## config.mk

```make
export PLATFORM = sky130hd
export DESIGN_NAME = mx_bc_stream
export DESIGN_NICKNAME = d
export VERILOG_FILES = /design/src/rtl/mx_bc_stream_pkg.sv /design/src/rtl/mx_bc_stream_convert.sv /design/src/rtl/mx_bc_stream.sv
export SDC_FILE = /design/constraint.sdc
export NUM_CORES = 1
export LEC_CHECK = 0
export ABC_AREA = 1
export CAP_MARGIN = 10
export CORE_MARGIN = 8
export CORE_UTILIZATION = 30
export DETAILED_ROUTE_END_ITERATION = 8
export GPL_ROUTABILITY_DRIVEN = 0
export HOLD_SLACK_MARGIN = 0.1
export PLACE_DENSITY = 0.76
export SYNTH_ARGS = -nofsm -noshare
export SYNTH_HDL_FRONTEND = slang
export SYNTH_SLANG_ARGS = --single-unit
```

## constraint.sdc

```tcl
create_clock -name clk -period 2.19 [get_ports clk]
set_clock_uncertainty 0.1 [all_clocks]
set_input_delay 0.438 -clock clk [delete_from_list [all_inputs] [get_ports clk]]
set_output_delay 0.438 -clock clk [all_outputs]
set_load 0.05 [all_outputs]
```

## src/rtl/mx_bc_stream_pkg.sv

```systemverilog
// ---------------------------------------------------------------------------
// alu_core_pkg
// Definitions shared by the MX ALU blocks:
//   t_scalar_datatype      - scalar operand encoding (BFLOAT16, FLOAT32)
//   SCALING_BLOCK_SIZE     - default number of elements per MX block
//   MX_SCALE_DATA_BITS     - width of an E8M0 shared scale
//   MXINT8_ELEMENT_BITS    - width of an MXINT8 element
//   MX_NAN_SCALE           - E8M0 encoding of NaN
//   t_mx_bc_state          - state encoding of the scalar broadcaster
//   bf16_to_e8int8()       - BF16 -> {scale, element}
//   fp32_rne_bf16()        - FP32 -> BF16 (RNE) -> {scale, element}
// ---------------------------------------------------------------------------
package alu_core_pkg;

    typedef enum logic [1:0] {
        BFLOAT16 = 2'd0,
        FLOAT32  = 2'd1
    } t_scalar_datatype;

    localparam int LARGEST_FLOAT_WIDTH = 32;
    localparam int SCALING_BLOCK_SIZE  = 32;
    localparam int MX_SCALE_DATA_BITS  = 8;
    localparam int MXINT8_ELEMENT_BITS = 8;

    localparam logic [MX_SCALE_DATA_BITS-1:0] MX_NAN_SCALE = 8'hFF;

    typedef enum logic {
        MX_BC_IDLE = 1'b0,
        MX_BC_EMIT = 1'b1
    } t_mx_bc_state;

    // BF16 -> {E8M0 scale, INT8 element}.
    // The element is the 7-bit significand {1, m[6:1]} (value 64..127), so the
    // BF16 exponent can be used directly as the shared scale. The dropped
    // mantissa bit m[0] is the only guard bit, so rounding is RNE without sticky.
    function automatic logic [15:0] bf16_to_e8int8(input logic [15:0] bf16);
        logic       sgn;
        logic [7:0] exp_v;
        logic [6:0] keep;
        logic [7:0] mag;
        logic [7:0] elem;
        logic [15:0] result;
        sgn    = bf16[15];
        exp_v  = bf16[14:7];
        keep   = {1'b1, bf16[6:1]};
        mag    = {1'b0, keep} + {7'd0, (bf16[0] & keep[0])};
        result = 16'h0000;
        if (exp_v == 8'h00) begin
            // Zero and denormals flush to zero.
            result = 16'h0000;
        end else if (exp_v == 8'hFF) begin
            result = {MX_NAN_SCALE, 8'h00};
        end else begin
            // Rounding carried out of the significand: renormalise.
            if (mag == 8'd128) begin
                mag   = 8'd64;
                exp_v = exp_v + 8'd1;
            end
            if (exp_v == 8'hFF) begin
                result = {MX_NAN_SCALE, 8'h00};
            end else begin
                elem   = sgn ? (8'd0 - mag) : mag;
                result = {exp_v, elem};
            end
        end
        return result;
    endfunction

    // FP32 -> BF16 with round-to-nearest-even on bit 16.
    // NaN is kept quiet and unrounded so it can never round into Inf.
    function automatic logic [15:0] fp32_round_bf16(input logic [31:0] fp32);
        logic        is_nan;
        logic        round_up;
        logic [15:0] result;
        is_nan   = (fp32[30:23] == 8'hFF) && (fp32[22:0] != 23'd0);
        round_up = fp32[15] & ((|fp32[14:0]) | fp32[16]);
        if (is_nan) begin
            result = fp32[31:16] | 16'h0040;
        end else begin
            result = fp32[31:16] + {15'd0, round_up};
        end
        return result;
    endfunction

    function automatic logic [15:0] fp32_rne_bf16(input logic [31:0] fp32);
        return bf16_to_e8int8(fp32_round_bf16(fp32));
    endfunction

endpackage

```

## src/rtl/mx_bc_stream_convert.sv

```systemverilog
// ---------------------------------------------------------------------------
// mx_bc_convert
// Combinational scalar -> {E8M0 scale, INT8 element} conversion.
// Configuration macro: MX_BC_FP32_EN
//   defined   - FLOAT32 scalars are rounded to BF16 and converted.
//   undefined - FP32 rounding is not built; FLOAT32 yields scale=0xFF, elem=0.
// Ports:
//   datatype  in   scalar encoding
//   scalar    in   scalar bits (BF16 in [15:0])
//   scale     out  E8M0 shared scale
//   element   out  INT8 element
// ---------------------------------------------------------------------------
module mx_bc_convert
    import alu_core_pkg::*;
(
    input  t_scalar_datatype                   datatype,
    input  logic [LARGEST_FLOAT_WIDTH-1:0]     scalar,
    output logic [MX_SCALE_DATA_BITS-1:0]      scale,
    output logic [MXINT8_ELEMENT_BITS-1:0]     element
);

    logic [15:0] result;

`ifndef MX_BC_FP32_EN
    // Upper scalar bits only matter for FP32, which is not built here.
    logic unused_upper;
    assign unused_upper = ^scalar[LARGEST_FLOAT_WIDTH-1:16];
`endif

    always_comb begin
        result = {MX_NAN_SCALE, 8'h00};
        case (datatype)
            BFLOAT16: result = bf16_to_e8int8(scalar[15:0]);
`ifdef MX_BC_FP32_EN
            FLOAT32:  result = fp32_rne_bf16(scalar);
`else
            FLOAT32:  result = {MX_NAN_SCALE, 8'h00};
`endif
            default:  result = {MX_NAN_SCALE, 8'h00};
        endcase
    end

    assign scale   = result[15:8];
    assign element = result[7:0];

endmodule

```

## src/rtl/mx_bc_stream.sv

```systemverilog
// ---------------------------------------------------------------------------
// mx_bc_stream
// Scalar-to-MXINT8 broadcaster. Accepts one scalar per input handshake,
// converts it to an E8M0 scale plus one INT8 element, and emits
// max(in_num_blocks,1) identical MX blocks of K elements.
// Configuration macro: MX_BC_FP32_EN (see mx_bc_convert).
//
// Handshakes: a transfer happens on a rising edge where valid && ready.
// Valid never depends on ready; once out_valid is high, out_vector and
// out_last hold until the transfer. in_ready is high in IDLE, and in EMIT
// only while the last block is being taken (out_last && out_ready), so a new
// request can follow with no bubble.
//
// Ports:
//   clk, rst        clock, synchronous active-high reset
//   in_valid/ready  scalar request handshake
//   in_datatype     BFLOAT16 or FLOAT32
//   in_scalar       scalar bits (BF16 in [15:0])
//   in_num_blocks   blocks to emit (0 is treated as 1)
//   out_valid/ready output block handshake
//   out_vector      [7:0] = scale, element i at [8+8i +: 8]
//   out_last        final block of the current request
//   state           current FSM state (debug)
// ---------------------------------------------------------------------------
module mx_bc_stream
    import alu_core_pkg::*;
#(
    parameter  int K     = SCALING_BLOCK_SIZE,
    parameter  int CNT_W = 8,
    localparam int VEC_W = MX_SCALE_DATA_BITS + K*MXINT8_ELEMENT_BITS
)(
    input  logic                            clk,
    input  logic                            rst,
    input  logic                            in_valid,
    output logic                            in_ready,
    input  t_scalar_datatype                in_datatype,
    input  logic [LARGEST_FLOAT_WIDTH-1:0]  in_scalar,
    input  logic [CNT_W-1:0]                in_num_blocks,
    output logic                            out_valid,
    input  logic                            out_ready,
    output logic [VEC_W-1:0]                out_vector,
    output logic                            out_last,
    output t_mx_bc_state                    state
);

    logic [MX_SCALE_DATA_BITS-1:0]  cv_scale;
    logic [MXINT8_ELEMENT_BITS-1:0] cv_element;
    logic [MX_SCALE_DATA_BITS-1:0]  scale_q;
    logic [MXINT8_ELEMENT_BITS-1:0] element_q;
    logic [CNT_W-1:0]               remaining;
    logic [CNT_W-1:0]               num_eff;
    logic                           load;
    logic                           out_fire;

    mx_bc_convert u_convert (
        .datatype (in_datatype),
        .scalar   (in_scalar),
        .scale    (cv_scale),
        .element  (cv_element)
    );

    assign num_eff  = (in_num_blocks == '0) ? CNT_W'(1) : in_num_blocks;
    assign in_ready = (state == MX_BC_IDLE) || (out_last && out_ready);
    assign load     = in_valid && in_ready;
    assign out_fire = out_valid && out_ready;

    always_ff @(posedge clk) begin
        if (rst) begin
            state     <= MX_BC_IDLE;
            out_valid <= 1'b0;
            out_last  <= 1'b0;
            scale_q   <= '0;
            element_q <= '0;
            remaining <= '0;
        end else begin
            case (state)
                MX_BC_IDLE: begin
                    if (load) begin
                        state     <= MX_BC_EMIT;
                        out_valid <= 1'b1;
                        out_last  <= (num_eff == CNT_W'(1));
                        scale_q   <= cv_scale;
                        element_q <= cv_element;
                        remaining <= num_eff;
                    end
                end
                MX_BC_EMIT: begin
                    if (out_fire) begin
                        if (out_last) begin
                            if (load) begin
                                // Back-to-back request: reload without IDLE.
                                out_valid <= 1'b1;
                                out_last  <= (num_eff == CNT_W'(1));
                                scale_q   <= cv_scale;
                                element_q <= cv_element;
                                remaining <= num_eff;
                            end else begin
                                state     <= MX_BC_IDLE;
                                out_valid <= 1'b0;
                                out_last  <= 1'b0;
                                remaining <= '0;
                            end
                        end else begin
                            remaining <= remaining - CNT_W'(1);
                            // remaining==2 now means one beat left after this one.
                            out_last  <= (remaining == CNT_W'(2));
                        end
                    end
                end
                default: begin
                    state     <= MX_BC_IDLE;
                    out_valid <= 1'b0;
                    out_last  <= 1'b0;
                    remaining <= '0;
                end
            endcase
        end
    end

    // Broadcast: every element slot carries the same value.
    assign out_vector = {{K{element_q}}, scale_q};

endmodule

```

# --- Word-level counts from Yosys, hierarchy flattened ---
# Index checks and enable logic that the tools add are counted.
op_classes:
  n_bitwise: 2
  eq_ne: 8
  n_reduce_logical: 10
  n_mux: 40
  addsub: 4
op_table:
  columns: ["cell", "n"]
  rows:
  - ["8-bit two-way mux", 20]
  - ["16-bit two-way mux", 4]
  - ["8-bit case mux with 2 select lines", 3]
  - ["8-bit == test (second input constant)", 3]
  - ["8-bit logical NOT", 2]
  - ["1-bit two-way mux", 10]
  - ["7-bit by 1-bit adder with 8-bit output", 1]
  - ["8-bit by 1-bit adder with 8-bit output (second input constant)", 1]
  - ["8-bit by 1-bit == test with 1-bit output (second input constant)", 1]
  - ["8-bit by 2-bit == test with 1-bit output (second input constant)", 1]
  - ["1-bit by 8-bit subtractor with 8-bit output (first input constant)", 1]
  - ["8-bit by 1-bit subtractor with 8-bit output (second input constant)", 1]
  - ["1-bit case mux with 2 select lines", 3]
  - ["2-bit != test (second input constant)", 2]
  - ["2-bit AND reduction", 2]
  - ["1-bit logical AND", 3]
  - ["3-bit AND reduction", 1]
  - ["2-bit logical NOT", 1]
  - ["2-bit by 1-bit != test with 1-bit output (second input constant)", 1]
  - ["1-bit AND", 1]
  - ["1-bit logical OR", 1]
  - ["1-bit inverter", 1]
totals:
  input_bits: 46
  out_inout_bits: 268
  regBits: 27
  word_cells: 70

# --- Depth between registers and ports, before layout ---
# Gate-level depths: netlist of the first run.
logic_depth:
  word_depth: 17
  ltp_mapped: 16
  mapped_depth_nobuf: 15

# --- Modules after synthesis ---
# Synthesis of the first run repeated with hierarchy kept, for this count alone.
hier_totals:
  hier_cells: 603
  area_unflattened_um2: 4088.9
modules_own_cells:
  columns: ["module", "area_per_inst_um2", "seq_area_each_um2", "n_inst", "cells_per_inst"]
  rows:
  - ["mx_bc_stream", 3274.4, 540.5, 1, 448]
  - ["mx_bc_convert", 814.5, 0.0, 1, 155]

# --- Least setup slack after synthesis of the first run ---
# OpenSTA, ideal clock, no wires.
synth_path:
  path_type: "input to register"
  from: "in in_scalar[1]"
  to: "reg element_q[7]"
  arrival_ns: 1.916
  setup_slack_ns: 0.042
  required_time_ns: 1.958
  path_stages: 16
  cell_sequence: "nand2_2 inv_1 ha_1 nand2_2 inv_2 nor2_2 nor2_4 nand3_4 buf_6 nand2_1 nand2_1 nand2_1 nor2_2 nand3_4 nand3_1 a21oi_1"
synth_between:
  elab_chain_len: 17
  elab_cells_between_ends: 22
  classes_between: "2 x add/sub; 2 x eq/ne; 17 x mux; 1 x bitwise"
synth_lines:
  columns: ["item", "line", "text"]
  rows:
  - ["start: declaration", "mx_bc_stream.sv:37", "input logic [LARGEST_FLOAT_WIDTH-1:0] in_scalar,"]
  - ["1-bit AND", "mx_bc_stream_pkg.sv:46", "mag = {1'b0, keep} + {7'd0, (bf16[0] & keep[0])};"]
  - ["7-bit by 1-bit adder with 8-bit output (*)", "mx_bc_stream_pkg.sv:46", null]
  - ["8-bit == test", "mx_bc_stream_pkg.sv:55", "if (mag == 8'd128) begin"]
  - ["8-bit two-way mux", "mx_bc_stream_pkg.sv:55", null]
  - ["8-bit two-way mux", "mx_bc_stream_pkg.sv:51", "end else if (exp_v == 8'hFF) begin"]
  - ["8-bit two-way mux", "mx_bc_stream_pkg.sv:48", "if (exp_v == 8'h00) begin"]
  - ["8-bit two-way mux", "mx_bc_stream_convert.sv:32", "case (datatype)"]
  - ["1-bit by 8-bit subtractor with 8-bit output", "mx_bc_stream_pkg.sv:62", "elem = sgn ? (8'd0 - mag) : mag;"]
  - ["8-bit two-way mux", "mx_bc_stream_pkg.sv:62", null]
  - ["16-bit two-way mux (*)", "mx_bc_stream_pkg.sv:59", "if (exp_v == 8'hFF) begin"]
  - ["16-bit two-way mux (*)", "mx_bc_stream_pkg.sv:51", null]
  - ["16-bit two-way mux (*)", "mx_bc_stream_pkg.sv:48", null]
  - ["16-bit two-way mux (*)", "mx_bc_stream_convert.sv:32", null]
  - ["8-bit two-way mux (*)", "mx_bc_stream.sv:78, mx_bc_stream.sv:90", null]
  - ["8-bit two-way mux", "mx_bc_stream.sv:89", "if (out_last) begin"]
  - ["8-bit two-way mux", "mx_bc_stream.sv:88", "if (out_fire) begin"]
  - ["8-bit case mux with 2 select lines (*)", "mx_bc_stream.sv:76", "case (state)"]
  - ["end signal: assignment", "mx_bc_stream.sv:83", "element_q <= cv_element;"]
  - ["end signal: assignment", "mx_bc_stream.sv:95", "element_q <= cv_element;"]
  - ["end: declaration", "mx_bc_stream.sv:49", "logic [MXINT8_ELEMENT_BITS-1:0] element_q;"]
# Mark *: on every way between the ends. The rest lies on a longest branch, timed or not. The select of a mux whose other input is x is not followed.
# A chain may end at the register's enable or synchronous reset.

# --- Worst setup path in the final report of the first run ---
layout_path:
  from: "in in_scalar[9]"
  to: "reg element_q[7]"
layout_between:
  elab_chain_len: 14
  elab_cells_between_ends: 16
  classes_between: "1 x add/sub; 2 x eq/ne; 12 x mux; 1 x reduce/logical"
layout_lines:
  columns: ["item", "line", "text"]
  rows:
  - ["8-bit by 1-bit adder with 8-bit output", "mx_bc_stream_pkg.sv:57", "exp_v = exp_v + 8'd1;"]
  - ["8-bit two-way mux", "mx_bc_stream_pkg.sv:55", null]
  - ["8-bit two-way mux", "mx_bc_stream_pkg.sv:51", null]
  - ["8-bit two-way mux", "mx_bc_stream_pkg.sv:48", null]
  - ["8-bit two-way mux", "mx_bc_stream_convert.sv:32", null]
  - ["8-bit == test", "mx_bc_stream_pkg.sv:59", null]
  - ["16-bit two-way mux", "mx_bc_stream_pkg.sv:59", null]
  - ["16-bit two-way mux", "mx_bc_stream_pkg.sv:51", null]
  - ["16-bit two-way mux (*)", "mx_bc_stream_pkg.sv:48", null]
  - ["16-bit two-way mux (*)", "mx_bc_stream_convert.sv:32", null]
  - ["8-bit two-way mux (*)", "mx_bc_stream.sv:78, mx_bc_stream.sv:90", null]
  - ["8-bit two-way mux", "mx_bc_stream.sv:89", null]
  - ["8-bit two-way mux", "mx_bc_stream.sv:88", null]
  - ["8-bit case mux with 2 select lines (*)", "mx_bc_stream.sv:76", null]
# Marked as above.

==> results of run 1 <==
[state kept, by name, summed over array words and instances (netlist names)]
register	flops
element_q	8
out_last	1
out_valid	1
remaining	8
scale_q	8
state	1
[routing by layer]
metal	vias up	global-route usage [%]	wire length, um
met1	1690	17.4	5200
met4	0	4.63	564
met3	46	3.64	1310
met2	244	35.1	9070
met5	-	0	0
li1	1681	-	-
[cells in the mapped netlist (3+ instances only)]
master and n:
a21oi_1 26, a31oi_1 3, buf_4 249, clkinv_1 3
dfxtp_1 27, ha_1 5, inv_1 30, inv_2 8
nand2_1 61, nand2_2 6, nand3_1 19, nand4_1 11
nor2_1 15, nor2_2 4, nor2_4 5, o2111ai_1 3
o21ai_0 12, o21ai_1 6, o221ai_1 4, xnor2_1 3
xor2_1 7
[repair_timing]
item / 4_1_cts / 5_1_grt
endpoints found under the hold margin: 0 / 0
gates resized for setup: 18 / 35
gates cloned: 1 / 0
pin swaps: 7 / 18
buffers inserted: 3 / 5
setup endpoints to repair: 14 / 9
hold buffers: 0 / 0
[stage by stage]
step | total power [uW] | TNS, ps
after CTS | 2320 | 0
after global routing | 2450 | -274
after global placement | 1870 | -5440
after floorplan | 1330 | 0
final | 2350 | 0
after detailed placement | 1900 | -6990
[cells in the final DEF (no fill, tap or decap), drive strengths merged, types with 2 or more instances in the layout]
cell             n
a21oi           27
a31oi            3
buf            319
clkbuf           6
clkdlybuf4s50   29
clkinv           3
dfxtp           27
dlymetal6s2s     5
ha               5
inv             39
nand2           69
nand3           22
nand4           11
nor2            25
nor4             2
o2111ai          3
o21ai           20
o21bai           2
o221ai           4
or2              2
xnor2            3
xor2             7
[area by class of cell]
class,count,area [um2]
clock buffer,4,78.8
tap,172,215
inverter,42,161
fill,778,3960
sequential,27,541
multi-input combinational,211,1350
timing repair buffer,356,6170
[path summary, 6_finish.rpt]
path	slack (ps)	endpoint	startpoint
worst max-delay path	50	element_q[7]$_SDFFE_PP0P_	in_scalar[9]
worst min-delay path	390	remaining[3]$_SDFFE_PP0P_	remaining[3]$_SDFFE_PP0P_
worst max register to register	330	element_q[7]$_SDFFE_PP0P_	state$_SDFF_PP0_
worst min register to register	390	remaining[3]$_SDFFE_PP0P_	remaining[3]$_SDFFE_PP0P_
[cell families after synthesis]
group                      count (synthesis)  synth area share [%]
adders and majority gates                  5                  1.65
DFF                                       27                  14.2
and+or+nand+nor                          131                  17.8
AOI/OAI and AO/OA                         64                  10.1
buffers and inverters                    294                  53.9
xor gates and xnor gates                  10                  2.31
[power groups by stage]
stage / sequential [uW] / clock (uW) / combinational [uW]
after floorplan: 641 / 0 / 692
after global placement: 562 / 0 / 1310
after detailed placement: 563 / 0 / 1340
after CTS: 552 / 420 / 1350
after global routing: 557 / 448 / 1440
final: 554 / 419 / 1380
[tightest hold or removal path, cell delays in order (launching register included)]
cell and delay, ps:
dfxtp_1 330, nand2_1 70, a21oi_1 50
==> reports/metrics.yaml, run 1 <==
leakage_uw: 0.00357
finalCritPeriodShare_pct: 97.6
ys_seq_area_share_pct: 14.2
netlist_instances: 531
htree_levels: 1
grt_antenna_before_repair: 0
yosysTopAreaCellShare_pct: 49.2
slowest_stage: "clkdlybuf4s50_1"
worstSetupPathType: "in2reg"
power_frac_seq_pct: 23.5
yosysWarnings: 0
dp_cells: 799
worstPathRequired_ps: 2230
yosys-top-cells-area: "buf_4, dfxtp_1, nand2_1, a21oi_1, inv_1"
maxSlewViolCount: 0
clkSinkCount: 27
internal-power_uw: 1360
post-route-drc-count: 0
drtAntennaViolNets: 0
die-area_um2: 16500
max_freq_mhz: 468
synth_enable_flop_cells: 0
crit_path_start_kind: "input pin"
fin_crit_ps: 2140
fin_cells: 812
post-place-ws_ps: -608
clk_pin_slew_ps: 70
cts_buffers: 3
track_usage_pct: 17.4
ys_ff_latch: 27
grt_max_degree: 34
clkLatencyLatePin_ps: 260
syn_avg_cell_area_um2: 7.15
hold_ws_ps: 390
synth_cell_types: 40
clockBufferDepth: 2
diodes: 0
wire_per_inst_um: 19.9
netlist_area_um2: 3800
r2r_cells: 11
wl_mm: 16.1
async_flop_share_pct: 0
clkPwrFrac_pct: 17.8
stdcell_area_um2: 8510
synth_nets: 582
ys.flop_type: "dfxtp_1"
dpl_cell_area_um2: 8220
crit_arrival_ps: 2180
synth_top_area_cell: "buf_4"
drtIter0Drc: 302
status: "complete, no violations"
worst-path-stages: 10
relSlewSlack_pct: 60.1
cp_slowest_stage_delay_ps: 540
drive_gt1_share_pct: 59.7
viasPerCell: 4.51
postLayoutCoreUtil_pct: 68.3
path_buf_inv: 2
cp_max_fo: 8
worst_pin_slew_ps: 598
setup_viol: 0
p_per_area_nw_per_um2: 276
maxCapViolCount: 0
hp-class: "reg2reg"
fp.coreArea_um2: 12500
drtPass1Iterations: 7
min_path_cells: 2
clockRootBuffer: "clkbuf_16"
die_h_um: 128
grt_pass1_wl_mm: 22.3
p_sw_uw: 989
first_global_vias: 3492
grt.overflow.total: 0
vias: 3661
ir_worst_vdd_v: 0.000307
timing.final.ws_setup_ps: 51.6
row_count: 41
hold_viol: 0
fp.dieW_um: 128
cp_cell_sequence: "clkdlybuf4s50_1, buf_4, xor2_1, nand4_1, nand2_1, nand2_2, nor2_4, nand3_4, nand3_2, a21oi_1"
cts_tree: "done"
areaGrowthSynthToFinish_pct: 124
crit_family: "simple AND/OR/NAND/NOR gates"
swShare_pct: 42.0
endpoint_kind: "flop"
hpwl_mm: 13.2
io_pins: 314
initial_core_util_pct: 30.5
p_comb_share_pct: 58.7
portBuffers: 297
nets: 692
No activity file was read; power rests on OpenSTA's default activity.
==> inputs of run 2 (changes only) <==
--- a/config.mk
+++ b/config.mk
@@ -7,12 +7,12 @@
 export LEC_CHECK = 0
 export ABC_AREA = 1
 export CAP_MARGIN = 10
-export CORE_MARGIN = 8
-export CORE_UTILIZATION = 30
+export CORE_AREA = 8 8 115 117
 export DETAILED_ROUTE_END_ITERATION = 8
+export DIE_AREA = 0 0 123 125
 export GPL_ROUTABILITY_DRIVEN = 0
 export HOLD_SLACK_MARGIN = 0.1
-export PLACE_DENSITY = 0.76
+export PLACE_DENSITY = 0.81
 export SYNTH_ARGS = -nofsm -noshare
 export SYNTH_HDL_FRONTEND = slang
 export SYNTH_SLANG_ARGS = --single-unit
==> constraint.sdc (replaced) <==
create_clock -name clk -period 2.75 [get_ports clk]
set_clock_uncertainty 0.1 [all_clocks]
set_input_delay 0.55 -clock clk [delete_from_list [all_inputs] [get_ports clk]]
set_output_delay 0.55 -clock clk [all_outputs]
set_load 0.05 [all_outputs]
==> run 2 against run 1 <==
  * Core utilization down 28 points
  * Total power down 34%
  * First-iteration DRC count down 53%
  * Clock power down 19%
  * Worst hold slack worse by 24 ps
  * Global-route usage down 5.5 points
  * Final cell count down 7.3%
  * Cell area down 45%
  * Wire length down 37%
  * Non-clock buffer count down 33
  * Critical path depth up 4
  * Die area down 6.9%
==> reports/metrics.yaml, run 2 (synthesis results as in run 1) <==
post-route-drc-count: 0
die_h_um: 125
layout_commonest_cell: "buf_4"
slowest_stage: "clkdlybuf4s50_1"
hold_ws_ps: 366
wl_mm: 10.2
vias: 3081
final.fill_count: 1211
cp_cell_sequence: "clkdlybuf4s50_1, nand2_2, inv_1, ha_1, inv_1, nand2_1, nor2_4, buf_4, nand2_1, o21ai_1, o21ai_0, xor2_1, nand3_1, a21oi_1"
wire_per_inst_um: 13.6
die-area_um2: 15400
grt.overflow.total: 0
worst_pin_slew_ps: 555
drive_gt1_share_pct: 52.8
clockRootBuffer: "clkbuf_16"
dpl_cell_area_um2: 4630
regToRegEndpoint: "element_q[6]$_SDFFE_PP0P_"
grt_antenna_before_repair: 0
drtAntennaViolNets: 0
reg_top3: "element_q x8, remaining x8, scale_q x8"
relSlewSlack_pct: 62.8
cts_buffers: 3
dr_wl_met2_mm: 5.49
viasPerCell: 4.09
min_path_cells: 2
areaGrowthSynthToFinish_pct: 24.1
r2r_slack_ps: 650
timing.final.ws_setup_ps: 244
worstPathRequired_ps: 2840
initial_core_util_pct: 32.7
hp-class: "reg2reg"
hold_viol: 0
crit_start: "in_scalar[0]"
hpwl_mm: 8.60
final_cell_mix: "buf_4, nand2_1, clkdlybuf4s50_1, inv_1, dfxtp_1"
clkLatencyLatePin_ps: 260
crit_path_start_kind: "input pin"
leakage_uw: 0.00259
diodes: 0
status: "complete, no violations"
endpoint_kind: "flop"
portBuffers: 297
htree_levels: 1
cp-endpoint: "element_q[6]$_SDFFE_PP0P_"
row_count: 40
timing.rr.start: "out_last$_SDFFE_PP0P_"
maxSlewViolCount: 0
clockBufferDepth: 2
wl_met1_mm: 3.68
finalCritPeriodShare_pct: 91.1
maxCapViolCount: 0
setup_viol: 0
grt_setup_unrepaired: "false"
fp.dieW_um: 123
post_cts_buffers: 0
io_pins: 314
post-place-ws_ps: -40.2
stdcell_area_um2: 4710
drtIter0Drc: 141
ctsHoldBuffers: 0
p_per_area_nw_per_um2: 330
post_cts_resized: 0
max_freq_mhz: 399
fin_crit_ps: 2510
nets: 658
crit_arrival_ps: 2600
top_layer_used: "met4"
grt_max_degree: 34
fp.coreArea_um2: 11600
cp_max_fo: 5
clkSinkCount: 27
cts_tree: "done"
drtPass1Iterations: 4
grt_pass1_wl_mm: 15.4
track_usage_pct: 11.9
routed-wl-met3_mm: 1.04
worstSetupPathType: "in2reg"
ir_worst_vdd_v: 0.000259
r2r_cells: 10
clk_pin_slew_ps: 70
first_global_vias: 3005
cp_slowest_stage_delay_ps: 500
run 2: cell types whose count changed in the layout (fill, tap and decap cells not counted), sizes merged, moves of 3 or more:
cell / change
buf: -36
clkbuf: -3
clkdlybuf4s50: +11
dlymetal6s2s: -5
run 2: how the worst min path moves through the flow:
stage                                    startpoint                   endpoint  slack [ps]
after floorplan           remaining[4]$_SDFFE_PP0P_  remaining[4]$_SDFFE_PP0P_         360
after global placement    element_q[5]$_SDFFE_PP0P_  element_q[5]$_SDFFE_PP0P_         350
after detailed placement  element_q[7]$_SDFFE_PP0P_  element_q[7]$_SDFFE_PP0P_         360
after CTS                 element_q[7]$_SDFFE_PP0P_  element_q[7]$_SDFFE_PP0P_         370
after global routing      element_q[7]$_SDFFE_PP0P_  element_q[7]$_SDFFE_PP0P_         400
final                     element_q[7]$_SDFFE_PP0P_  element_q[7]$_SDFFE_PP0P_         370
run 2: routing by layer:
layer | vias to the layer above | GRT usage [%]
met4 | 0 | 1.13
met3 | 4 | 3.20
met1 | 1351 | 11.7
met2 | 131 | 24.1
li1 | 1595 | -
met5 | - | 0
run 2: report_power, final:
group / total [uW] / internal, uW / switching, uW
registers: 437 / 417 / 19.7
clock network: 338 / 198 / 141
logic: 782 / 246 / 536
run 2: layout make-up:
type	count	area (um2)	area share, %
multi-input cells	210	1210	25.7
repair buffers	323	2540	53.9
clock inverters	1	7.51	0.159
well taps	147	184	3.90
inverters	42	159	3.37
flip-flops and latches	27	541	11.5
clock buffers	3	75.1	1.59
run 2: through the flow:
step | power [uW] | setup TNS (ps) | util (%) | std cells
finish | 1560 | 0 | 40.6 | 753
global route | 1630 | 0 | 40.6 | 753
CTS | 1570 | 0 | 40.6 | 753
detailed placement | 1230 | -134 | 39.9 | 749
global placement | 1220 | -40.1 | 39.9 | 749
floorplan | 1060 | 0 | - | 531
run 2: worst max-delay path: cells and delay by family:
kind            cells  cell delay (ps)
xor+xnor            1              140
buf+inv             4              750
simple gates        5              500
compound gates      3              440
fa+ha+maj           1              220
==> inputs of run 3 (changes only) <==
--- a/config.mk
+++ b/config.mk
@@ -6,7 +6,6 @@
 export NUM_CORES = 1
 export LEC_CHECK = 0
 export ABC_AREA = 1
-export CAP_MARGIN = 10
 export CORE_AREA = 8 8 115 117
 export DETAILED_ROUTE_END_ITERATION = 8
 export DIE_AREA = 0 0 123 125
==> results of run 3 <==
The final DEF is identical to that of run 2; final timing and power are the same.
